### src/rtl/writeback_arbiter_if.sv
// writeback_arbiter_if
// Bundles the two producer handshakes (ALU, LSU load return) and the
// register-file write port of the writeback arbiter.
//   alu_valid/alu_rd/alu_data -> alu_ready : ALU result handshake
//   lsu_valid/lsu_rd/lsu_data -> lsu_ready : load result handshake (into FIFO)
//   reg_write/write_reg/write_data         : registered register-file write port
//   fifo_count, busy                       : status
// The slave modport is the arbiter; the master modport is the producer/consumer side.
interface writeback_arbiter_if #(
  parameter int XLEN  = 32,
  parameter int DEPTH = 4
);
  logic                     alu_valid;
  logic [4:0]               alu_rd;
  logic [XLEN-1:0]          alu_data;
  logic                     alu_ready;
  logic                     lsu_valid;
  logic [4:0]               lsu_rd;
  logic [XLEN-1:0]          lsu_data;
  logic                     lsu_ready;
  logic                     reg_write;
  logic [4:0]               write_reg;
  logic [XLEN-1:0]          write_data;
  logic [$clog2(DEPTH):0]   fifo_count;
  logic                     busy;

  modport slave (
    input  alu_valid, alu_rd, alu_data, lsu_valid, lsu_rd, lsu_data,
    output alu_ready, lsu_ready, reg_write, write_reg, write_data,
           fifo_count, busy
  );

  modport master (
    output alu_valid, alu_rd, alu_data, lsu_valid, lsu_rd, lsu_data,
    input  alu_ready, lsu_ready, reg_write, write_reg, write_data,
           fifo_count, busy
  );
endinterface

### src/rtl/writeback_arbiter.sv
// writeback_arbiter
// Drives the single register-file write port from the ALU path and a small
// FIFO of load results. The ALU wins by default; a starvation counter forces
// the FIFO head through after STARVE_LIMIT consecutive ALU grants that blocked it.
// Writes to x0 are accepted but never asserted on reg_write.
// Ports:
//   clk  : rising-edge clock
//   rst  : synchronous active-high reset
//   bus  : writeback_arbiter_if.slave (handshakes, write port, status)
module writeback_arbiter #(
  parameter int XLEN         = 32,
  parameter int DEPTH        = 4,
  parameter int STARVE_LIMIT = 3
) (
  input  logic                 clk,
  input  logic                 rst,
  writeback_arbiter_if.slave   bus
);
  localparam int AW = $clog2(DEPTH);
  localparam int SW = $clog2(STARVE_LIMIT + 1);
  localparam logic [SW-1:0] STARVE_MAX = SW'(STARVE_LIMIT);
  localparam logic [AW:0]   FULL_COUNT = (AW + 1)'(DEPTH);

  localparam logic [1:0] GRANT_NONE = 2'd0;
  localparam logic [1:0] GRANT_ALU  = 2'd1;
  localparam logic [1:0] GRANT_FIFO = 2'd2;

  logic [4:0]      fifo_rd   [DEPTH];
  logic [XLEN-1:0] fifo_data [DEPTH];
  logic [AW-1:0]   wr_ptr;
  logic [AW-1:0]   rd_ptr;
  logic [AW:0]     count;
  logic [SW-1:0]   starve_cnt;

  logic            fifo_nonempty;
  logic            force_pop;
  logic [1:0]      grant_sel;
  logic [4:0]      sel_rd;
  logic [XLEN-1:0] sel_data;
  logic            push;
  logic            pop;

  // Readiness depends only on registered state so producers never see a
  // combinational loop through their own valid.
  assign fifo_nonempty  = (count != '0);
  assign force_pop      = (starve_cnt == STARVE_MAX) && fifo_nonempty;
  assign bus.alu_ready  = !force_pop;
  assign bus.lsu_ready  = (count < FULL_COUNT);
  assign push           = bus.lsu_valid && bus.lsu_ready;
  assign pop            = (grant_sel == GRANT_FIFO);

  always_comb begin
    grant_sel = GRANT_NONE;
    sel_rd    = '0;
    sel_data  = '0;
    if (force_pop) begin
      grant_sel = GRANT_FIFO;
    end else if (bus.alu_valid) begin
      grant_sel = GRANT_ALU;
    end else if (fifo_nonempty) begin
      grant_sel = GRANT_FIFO;
    end
    case (grant_sel)
      GRANT_ALU: begin
        sel_rd   = bus.alu_rd;
        sel_data = bus.alu_data;
      end
      GRANT_FIFO: begin
        sel_rd   = fifo_rd[rd_ptr];
        sel_data = fifo_data[rd_ptr];
      end
      default: begin
        sel_rd   = '0;
        sel_data = '0;
      end
    endcase
  end

  // Storage needs no reset: only entries behind a valid count are ever read.
  always_ff @(posedge clk) begin
    if (push) begin
      fifo_rd[wr_ptr]   <= bus.lsu_rd;
      fifo_data[wr_ptr] <= bus.lsu_data;
    end
  end

  // Pointers wrap naturally because DEPTH is a power of two.
  always_ff @(posedge clk) begin
    if (rst) begin
      wr_ptr <= '0;
      rd_ptr <= '0;
      count  <= '0;
    end else begin
      if (push) wr_ptr <= wr_ptr + 1'b1;
      if (pop)  rd_ptr <= rd_ptr + 1'b1;
      case ({push, pop})
        2'b10:   count <= count + 1'b1;
        2'b01:   count <= count - 1'b1;
        default: count <= count;
      endcase
    end
  end

  // Counts ALU grants that blocked a waiting head; any pop or empty FIFO restarts it.
  always_ff @(posedge clk) begin
    if (rst) begin
      starve_cnt <= '0;
    end else if (pop || !fifo_nonempty) begin
      starve_cnt <= '0;
    end else if ((grant_sel == GRANT_ALU) && (starve_cnt != STARVE_MAX)) begin
      starve_cnt <= starve_cnt + 1'b1;
    end
  end

  // An x0 grant still updates address/data but never raises the write enable.
  always_ff @(posedge clk) begin
    if (rst) begin
      bus.reg_write  <= 1'b0;
      bus.write_reg  <= '0;
      bus.write_data <= '0;
    end else if (grant_sel != GRANT_NONE) begin
      bus.reg_write  <= (sel_rd != 5'd0);
      bus.write_reg  <= sel_rd;
      bus.write_data <= sel_data;
    end else begin
      bus.reg_write  <= 1'b0;
    end
  end

  assign bus.fifo_count = count;
  assign bus.busy       = fifo_nonempty || bus.reg_write;
endmodule
### src/flat_wrapper.sv
// flat-port wrapper written by rule: the top's interface ports become plain ports
module writeback_arbiter_flat 
#(
  parameter int XLEN         = 32,
  parameter int DEPTH        = 4,
  parameter int STARVE_LIMIT = 3
)
  (clk, rst, bus_alu_valid, bus_alu_rd, bus_alu_data, bus_lsu_valid, bus_lsu_rd, bus_lsu_data, bus_alu_ready, bus_lsu_ready, bus_reg_write, bus_write_reg, bus_write_data, bus_fifo_count, bus_busy);
  writeback_arbiter_if #(.XLEN(XLEN), .DEPTH(DEPTH)) bus_i ();
  input  logic clk;
  input  logic rst;
  input wire logic [$bits(bus_i.alu_valid)-1:0] bus_alu_valid;
  input wire logic [$bits(bus_i.alu_rd)-1:0] bus_alu_rd;
  input wire logic [$bits(bus_i.alu_data)-1:0] bus_alu_data;
  input wire logic [$bits(bus_i.lsu_valid)-1:0] bus_lsu_valid;
  input wire logic [$bits(bus_i.lsu_rd)-1:0] bus_lsu_rd;
  input wire logic [$bits(bus_i.lsu_data)-1:0] bus_lsu_data;
  output wire logic [$bits(bus_i.alu_ready)-1:0] bus_alu_ready;
  output wire logic [$bits(bus_i.lsu_ready)-1:0] bus_lsu_ready;
  output wire logic [$bits(bus_i.reg_write)-1:0] bus_reg_write;
  output wire logic [$bits(bus_i.write_reg)-1:0] bus_write_reg;
  output wire logic [$bits(bus_i.write_data)-1:0] bus_write_data;
  output wire logic [$bits(bus_i.fifo_count)-1:0] bus_fifo_count;
  output wire logic [$bits(bus_i.busy)-1:0] bus_busy;
  assign bus_i.alu_valid = bus_alu_valid;
  assign bus_i.alu_rd = bus_alu_rd;
  assign bus_i.alu_data = bus_alu_data;
  assign bus_i.lsu_valid = bus_lsu_valid;
  assign bus_i.lsu_rd = bus_lsu_rd;
  assign bus_i.lsu_data = bus_lsu_data;
  assign bus_alu_ready = bus_i.alu_ready;
  assign bus_lsu_ready = bus_i.lsu_ready;
  assign bus_reg_write = bus_i.reg_write;
  assign bus_write_reg = bus_i.write_reg;
  assign bus_write_data = bus_i.write_data;
  assign bus_fifo_count = bus_i.fifo_count;
  assign bus_busy = bus_i.busy;
  writeback_arbiter #(.XLEN(XLEN), .DEPTH(DEPTH), .STARVE_LIMIT(STARVE_LIMIT)) u_core (.clk(clk), .rst(rst), .bus(bus_i));
endmodule
### config.mk
export PLATFORM = sky130hd
export DESIGN_NAME = writeback_arbiter_flat
export DESIGN_NICKNAME = d
export VERILOG_FILES = /design/src/rtl/writeback_arbiter_if.sv /design/src/rtl/writeback_arbiter.sv /design/src/flat_wrapper.sv
export SDC_FILE = /design/constraint.sdc
export NUM_CORES = 1
export LEC_CHECK = 0
export ABC_AREA = 1
export BUFFER_PORTS_ARGS = -buffer_cell sky130_fd_sc_hd__buf_4
export CELL_PAD_IN_SITES_DETAIL_PLACEMENT = 1
export CELL_PAD_IN_SITES_GLOBAL_PLACEMENT = 1
export CORE_ASPECT_RATIO = 1.4
export CORE_MARGIN = 2
export CORE_UTILIZATION = 44
export DETAILED_ROUTE_END_ITERATION = 10
export GPL_TIMING_DRIVEN = 0
export PLACE_DENSITY = 0.85
export SETUP_SLACK_MARGIN = 0.15
export SLEW_MARGIN = 5
export SYNTH_ARGS = -nofsm -noshare
export SYNTH_HDL_FRONTEND = slang
export SYNTH_SLANG_ARGS = --single-unit
export TNS_END_PERCENT = 20
### constraint.sdc
create_clock -name clk -period 2.8 [get_ports clk]
set_input_delay 0 -clock clk [delete_from_list [all_inputs] [get_ports clk]]
set_output_delay 0 -clock clk [all_outputs]
set_load 0.02 [all_outputs]
### After elaboration in Yosys (flattened, before gate mapping)

Memory sizes are Yosys's and may differ from the RTL's. A register that Yosys moved wholly into a read port is not among the register bits.
Index checks and enable logic that the tools add are counted.

* register bits after elaboration: 47
* RAM bits: 148
* input bits: 78
* output and inout port bits: 44
* word-level logic and storage cells: 47
* memories kept: 2

Memory list
* u_core.fifo_data: depth 4, bits a word 32, rd ports 1, clocked after memory_dff 1, write ports 1, RTL line writeback_arbiter.sv:29 `logic [XLEN-1:0] fifo_data [DEPTH];`
* u_core.fifo_rd: depth 4, bits a word 5, rd ports 1, clocked after memory_dff 1, write ports 1, RTL line writeback_arbiter.sv:28 `logic [4:0] fifo_rd [DEPTH];`

* add/subtract/negate cells: 5
* order comparisons: 1
* eq/ne operators: 6
* multiplexer cells: 12
* bitwise operators: 1
* reduce and logical (&&, ||, !) cells: 13

Operators by type and width (number)
* $pmux W32 S2: 1
* $mux W2: 7
* $pmux W5 S2: 1
* $add A2 B1 Y2 const B: 3
* $eq A2 B2 Y1 const B: 3
* $pmux W3 S2: 1
* $reduce_bool A5 Y1: 1
* $eq A2 B1 Y1 const B: 2
* $reduce_bool A2 Y1: 2
* $reduce_or A2 Y1: 2
* $add A3 B1 Y3 const B: 1
* $logic_and A1 B1 Y1: 3
* $lt A3 B3 Y1 const B: 1
* $reduce_bool A3 Y1: 1
* $sub A3 B1 Y3 const B: 1
* $logic_not A1 Y1: 2
* $logic_or A1 B1 Y1: 2
* $mux W1: 2
* $ne A2 B2 Y1 const B: 1
* $not A1 Y1: 1

### Logic depth before layout (Yosys ltp)

* word-level depth: 7
* mapped depth: 13
* mapped depth without buffers: 12

### Worst setup path before layout

No wires, ideal clock.

* kind: register to register
* start: register u_core.count[2], in the netlist u_core.bus.fifo_count[2]
* end: memory u_core.fifo_data[0][0] (enable)
* library setup time: 431 ps
* data arrival time: 2383 ps
* data required time: 2369 ps
* setup slack: -15 ps
* stages on the path, launching flop included: 4
* buffers on the path: 0
* period minus slack after synthesis: 2815 ps
* cell sequence: dfxtp_1 -> inv_1 -> nand2_1 -> nor2_1

* longest elaborated chain between the ends: 4

Ends and longest elaborated chain
* start: declaration: RTL line writeback_arbiter.sv:32 `logic [AW:0] count;`
* start signal: assignment: RTL line writeback_arbiter.sv:97 `2'b10: count <= count + 1'b1;`
* start signal: assignment: RTL line writeback_arbiter.sv:98 `2'b01: count <= count - 1'b1;`
* start signal: assignment: RTL line writeback_arbiter.sv:99 `default: count <= count;`
* $lt A3 B3 Y1: RTL line writeback_arbiter.sv:48 `assign bus.lsu_ready = (count < FULL_COUNT);`
* net bus_lsu_ready: RTL line flat_wrapper.sv:19 `output wire logic [$bits(bus_i.lsu_ready)-1:0] bus_lsu_ready;`
* $logic_and A1 B1 Y1: RTL line writeback_arbiter.sv:49 `assign push = bus.lsu_valid && bus.lsu_ready;`
* $mux W1: RTL line writeback_arbiter.sv:81 `if (push) begin`
* $mux W1 (not written as such): RTL line writeback_arbiter.sv:83 `fifo_data[wr_ptr] <= bus.lsu_data;`
* end: declaration: RTL line writeback_arbiter.sv:29

The timed path passes the listed nets, and every way through them passes these cells.

### Final worst setup path

* start: register u_core.starve_cnt[0]
* end: register u_core.bus.write_data[22]

* longest elaborated chain between the ends: 5
* elaborated cells between the ends (all ways): 7
* classes of those cells: 3 x eq/ne; 2 x mux; 2 x reduce/logical

Ends and longest elaborated chain
* start: declaration: RTL line writeback_arbiter.sv:33 `logic [SW-1:0] starve_cnt;`
* start signal: assignment: RTL line writeback_arbiter.sv:111 `starve_cnt <= starve_cnt + 1'b1;`
* $eq A2 B2 Y1 (*): RTL line writeback_arbiter.sv:46 `assign force_pop = (starve_cnt == STARVE_MAX) && fifo_nonempty;`
* $logic_and A1 B1 Y1 (*): RTL line writeback_arbiter.sv:46
* $mux W2 (*): RTL line writeback_arbiter.sv:56 `if (force_pop) begin`
* $eq A2 B2 Y1 or $eq A2 B1 Y1 (tied branches): RTL line writeback_arbiter.sv:63 `case (grant_sel)`
* $pmux W32 S2: RTL line writeback_arbiter.sv:63
* end signal: assignment: RTL line writeback_arbiter.sv:124 `bus.write_data <= sel_data;`
* end: declaration: RTL line writeback_arbiter_if.sv:29 `output alu_ready, lsu_ready, reg_write, write_reg, write_data,`

Mark *: on every way between the ends. The rest lies on a longest branch, timed or not.
A chain may end at the register's enable or synchronous reset.

==> impl_metrics.tcl <==
set metrics [dict create \
    fin_skew_ns 0.0100 \
    cts_buffer_depth 2 \
    numCtsBuffers 17 \
    yosys_warnings 0 \
    grt_usage_pct 26.0 \
    insertion_delay_ns 0.45 \
    nNetsFinal 1082 \
    setup_viol 0 \
    r2r_start "u_core.starve_cnt[0]" \
    reg2reg_depth 9 \
    regMostFlops "u_core.fifo_data" \
    slew_headroom_pct 42.9 \
    reg2reg_to "u_core.bus.write_data[22]" \
    overflow 0 \
    worst_hold_path_type "in2reg" \
    die_h_um 164 \
    drtAntennaViolNets 0 \
    post_cts_buffers 0 \
    cts_sinks 197 \
    slowest_delay_ns 0.56 \
    multi_input_area_um2 2240 \
    rows 58 \
    largest_reg_flops 128 \
    htreeDepth 4 \
    ir_drop_uv 426 \
    hold-path-endpoint "u_core.bus.write_data[3]" \
    io_buffers 120 \
    syn_nets 864 \
    start_util_pct 44.8 \
    hold_viol_final 0 \
    vias_per_cell 5.29 \
    finalCritPeriodShare_pct 90.5 \
    fillers 1984 \
    vias 6602 \
    path_cells "ha_1 -> nor2_1 -> nor2_1 -> inv_1 -> ha_1 -> buf_2 -> clkbuf_1 -> nand2_1 -> a21oi_1" \
    die_w_um 118 \
    grt_first_pass_wirelength_um 38000 \
    endpoint_kind "flop" \
    grt_max_degree 28 \
    hold_start "rst" \
    avgSynthCellArea_um2 10.3 \
    seq_area_um2 5430 \
    dr.pass1.iters 5 \
    largestRegisters "u_core.fifo_data: 128 flops, u_core.bus.write_data: 32 flops, u_core.fifo_rd: 20 flops" \
    cp_top_family "buffers and inverters" \
    ys_ff_latch 197 \
    power_mw 6.91 \
    synth.distinct_cells 23 \
    gp_congestion 0.719 \
    placed_cells 1140 \
    root_buffer "clkbuf_16" \
    p_leak_nw 4.35 \
    rsz0062_at_grt "true" \
    yosysSeqAreaShare_pct 67.6 \
    regToRegSetupSlack_ns 0.26 \
    ioPinCount 122 \
    tightest_slew_ns 0.857 \
    critPathMaxFanout 10 \
    netlist_area_um2 8030 \
    cellPowerDensity_nw_per_um2 648 \
    route.detailed.drc 0 \
    wirelength_um 25000 \
    fin_crit_ns 2.54 \
    die_area_um2 19400 \
    crit_buf_inv 3 \
    status "finished clean" \
    criticalPathCategory "reg2reg" \
    synthCells 776 \
    grt_antenna_before_repair 1 \
    areaGrowthSynthToFinish_pct 32.8 \
    dp_hpwl_um 15100 \
    hold_path_depth 2 \
    slowest_stage "clkbuf_1" \
    drive_gt1_share_pct 19.2 \
    cap_violations 0 \
    fmax_ghz 0.394 \
    cts_tree "yes" \
    required_ns 3.15 \
    grt_pass1_vias 7141 \
    clkTransAtPathRegs_ns 0.07 \
    core_area_um2 17900 \
    maxSlewViolCount 0 \
    avgRoutedWirePerCell_um 20.0 \
    path_depth 9 \
    instances_no_fill 1248 \
    startpoint_type "flop" \
    drt_iter0_markers 371 \
    arrival_ns 2.89 \
]
[worst reg2reg max path: stages, from the launching register on]
cell	delay, ns
dfxtp_1	0.33
ha_1	0.22
nor2_1	0.23
nor2_1	0.11
inv_1	0.09
ha_1	0.20
buf_2	0.30
clkbuf_1	0.57
nand2_1	0.15
a21oi_1	0.26
[timing repair]
action / 4_1_cts / 5_1_grt
endpoints found under the setup margin: 10 / 24
gates resized for setup: 1 / 5
cloned: 0 / 0
hold endpoints to repair: 186 / 0
hold buffers: 75 / 0
pin swaps: 0 / 0
[worst max-delay path by stage]
stage                             start                        end  slack (ns)
4_1_cts        u_core.bus.fifo_count[2]   u_core.bus.write_data[9]        0.18
5_1_grt        u_core.bus.fifo_count[2]  u_core.bus.write_data[27]        0.08
3_5_place_dp   u_core.bus.fifo_count[2]  u_core.bus.write_data[13]        0.04
2_1_floorplan  u_core.bus.fifo_count[2]     u_core.fifo_data[0][0]       -0.01
6_report           u_core.starve_cnt[0]  u_core.bus.write_data[22]        0.26
3_3_place_gp   u_core.bus.fifo_count[2]    u_core.fifo_data[3][18]       -1.18
[routing by layer]
metal / track usage (%) / wire [um] / up-vias
met5: 0 / 0 / -
met4: 11.0 / 787 / 0
met3: 4.38 / 1100 / 61
met2: 48.5 / 13500 / 230
met1: 29.1 / 9580 / 3280
li1: - / - / 3031
[report_power, final]
part | internal, mW | switching, mW | total, mW
Sequential | 3.32 | 0.0647 | 3.38
Clock | 1.26 | 1.13 | 2.39
Combinational | 0.430 | 0.711 | 1.14
[Yosys cell counts, drive strengths merged]
cell type	count	share of area (%)
nand2	309	15
edfxtp	148	55
nand3	112	7.0
dfxtp	49	12
a21oi	40	2.5
inv	33	1.5
buf	27	2.6
clkbuf	16	0.75
nor2	16	0.75
o21ai	12	0.79
ha	9	1.4
a22oi	1	0.094
fa	1	0.25
nor3	1	0.062
or2	1	0.078
xnor2	1	0.11
[metrics by stage]
step | setup slack (ns) | hold WS (ns) | TNS (ns) | util [%] | cell area, um^2
6_report | 0.265 | 0.0367 | 0 | 59.5 | 10700
5_1_grt | 0.0840 | 0.0517 | 0 | 59.5 | 10700
4_1_cts | 0.182 | 0.0421 | 0 | 59.5 | 10700
3_5_place_dp | 0.0440 | 0.204 | 0 | 52.1 | 9340
3_3_place_gp | -1.18 | 0.200 | -167.08 | 51.5 | 9230
2_1_floorplan | -0.0148 | 0.0989 | -2.19 | - | 8030
[final cells by class]
cell class	instances	share of cell area, %
Clock inverter	13	1.16
Timing Repair Buffer	199	16.2
Sequential cell	197	50.9
Tap cell	240	2.81
Buffer	43	2.58
Multi-Input combinational cell	503	21.0
Clock buffer	19	4.15
Antenna cell	1	0.0235
Inverter	33	1.16
[placed cells by master (no fill, tap or decap), types with 10 or more instances in the layout]
cell type,count
dlygate4sd3_1,75
edfxtp_1,148
nand3_1,112
buf_4,126
nor2_1,11
dfxtp_1,49
a21oi_1,40
nand2_1,307
buf_6,10
inv_1,31
clkbuf_1,14
clkbuf_16,17
buf_2,10
[cells by family after synthesis]
family	Yosys count	synth area share [%]
and+or+nand+nor	439	22.4
adders and majority gates	10	1.65
buffers and inverters	76	4.92
xor gates and xnor gates	1	0.109
AOI/OAI and AO/OA	53	3.38
DFF	197	67.6
Note: power is estimated with default switching activity, not from simulation.
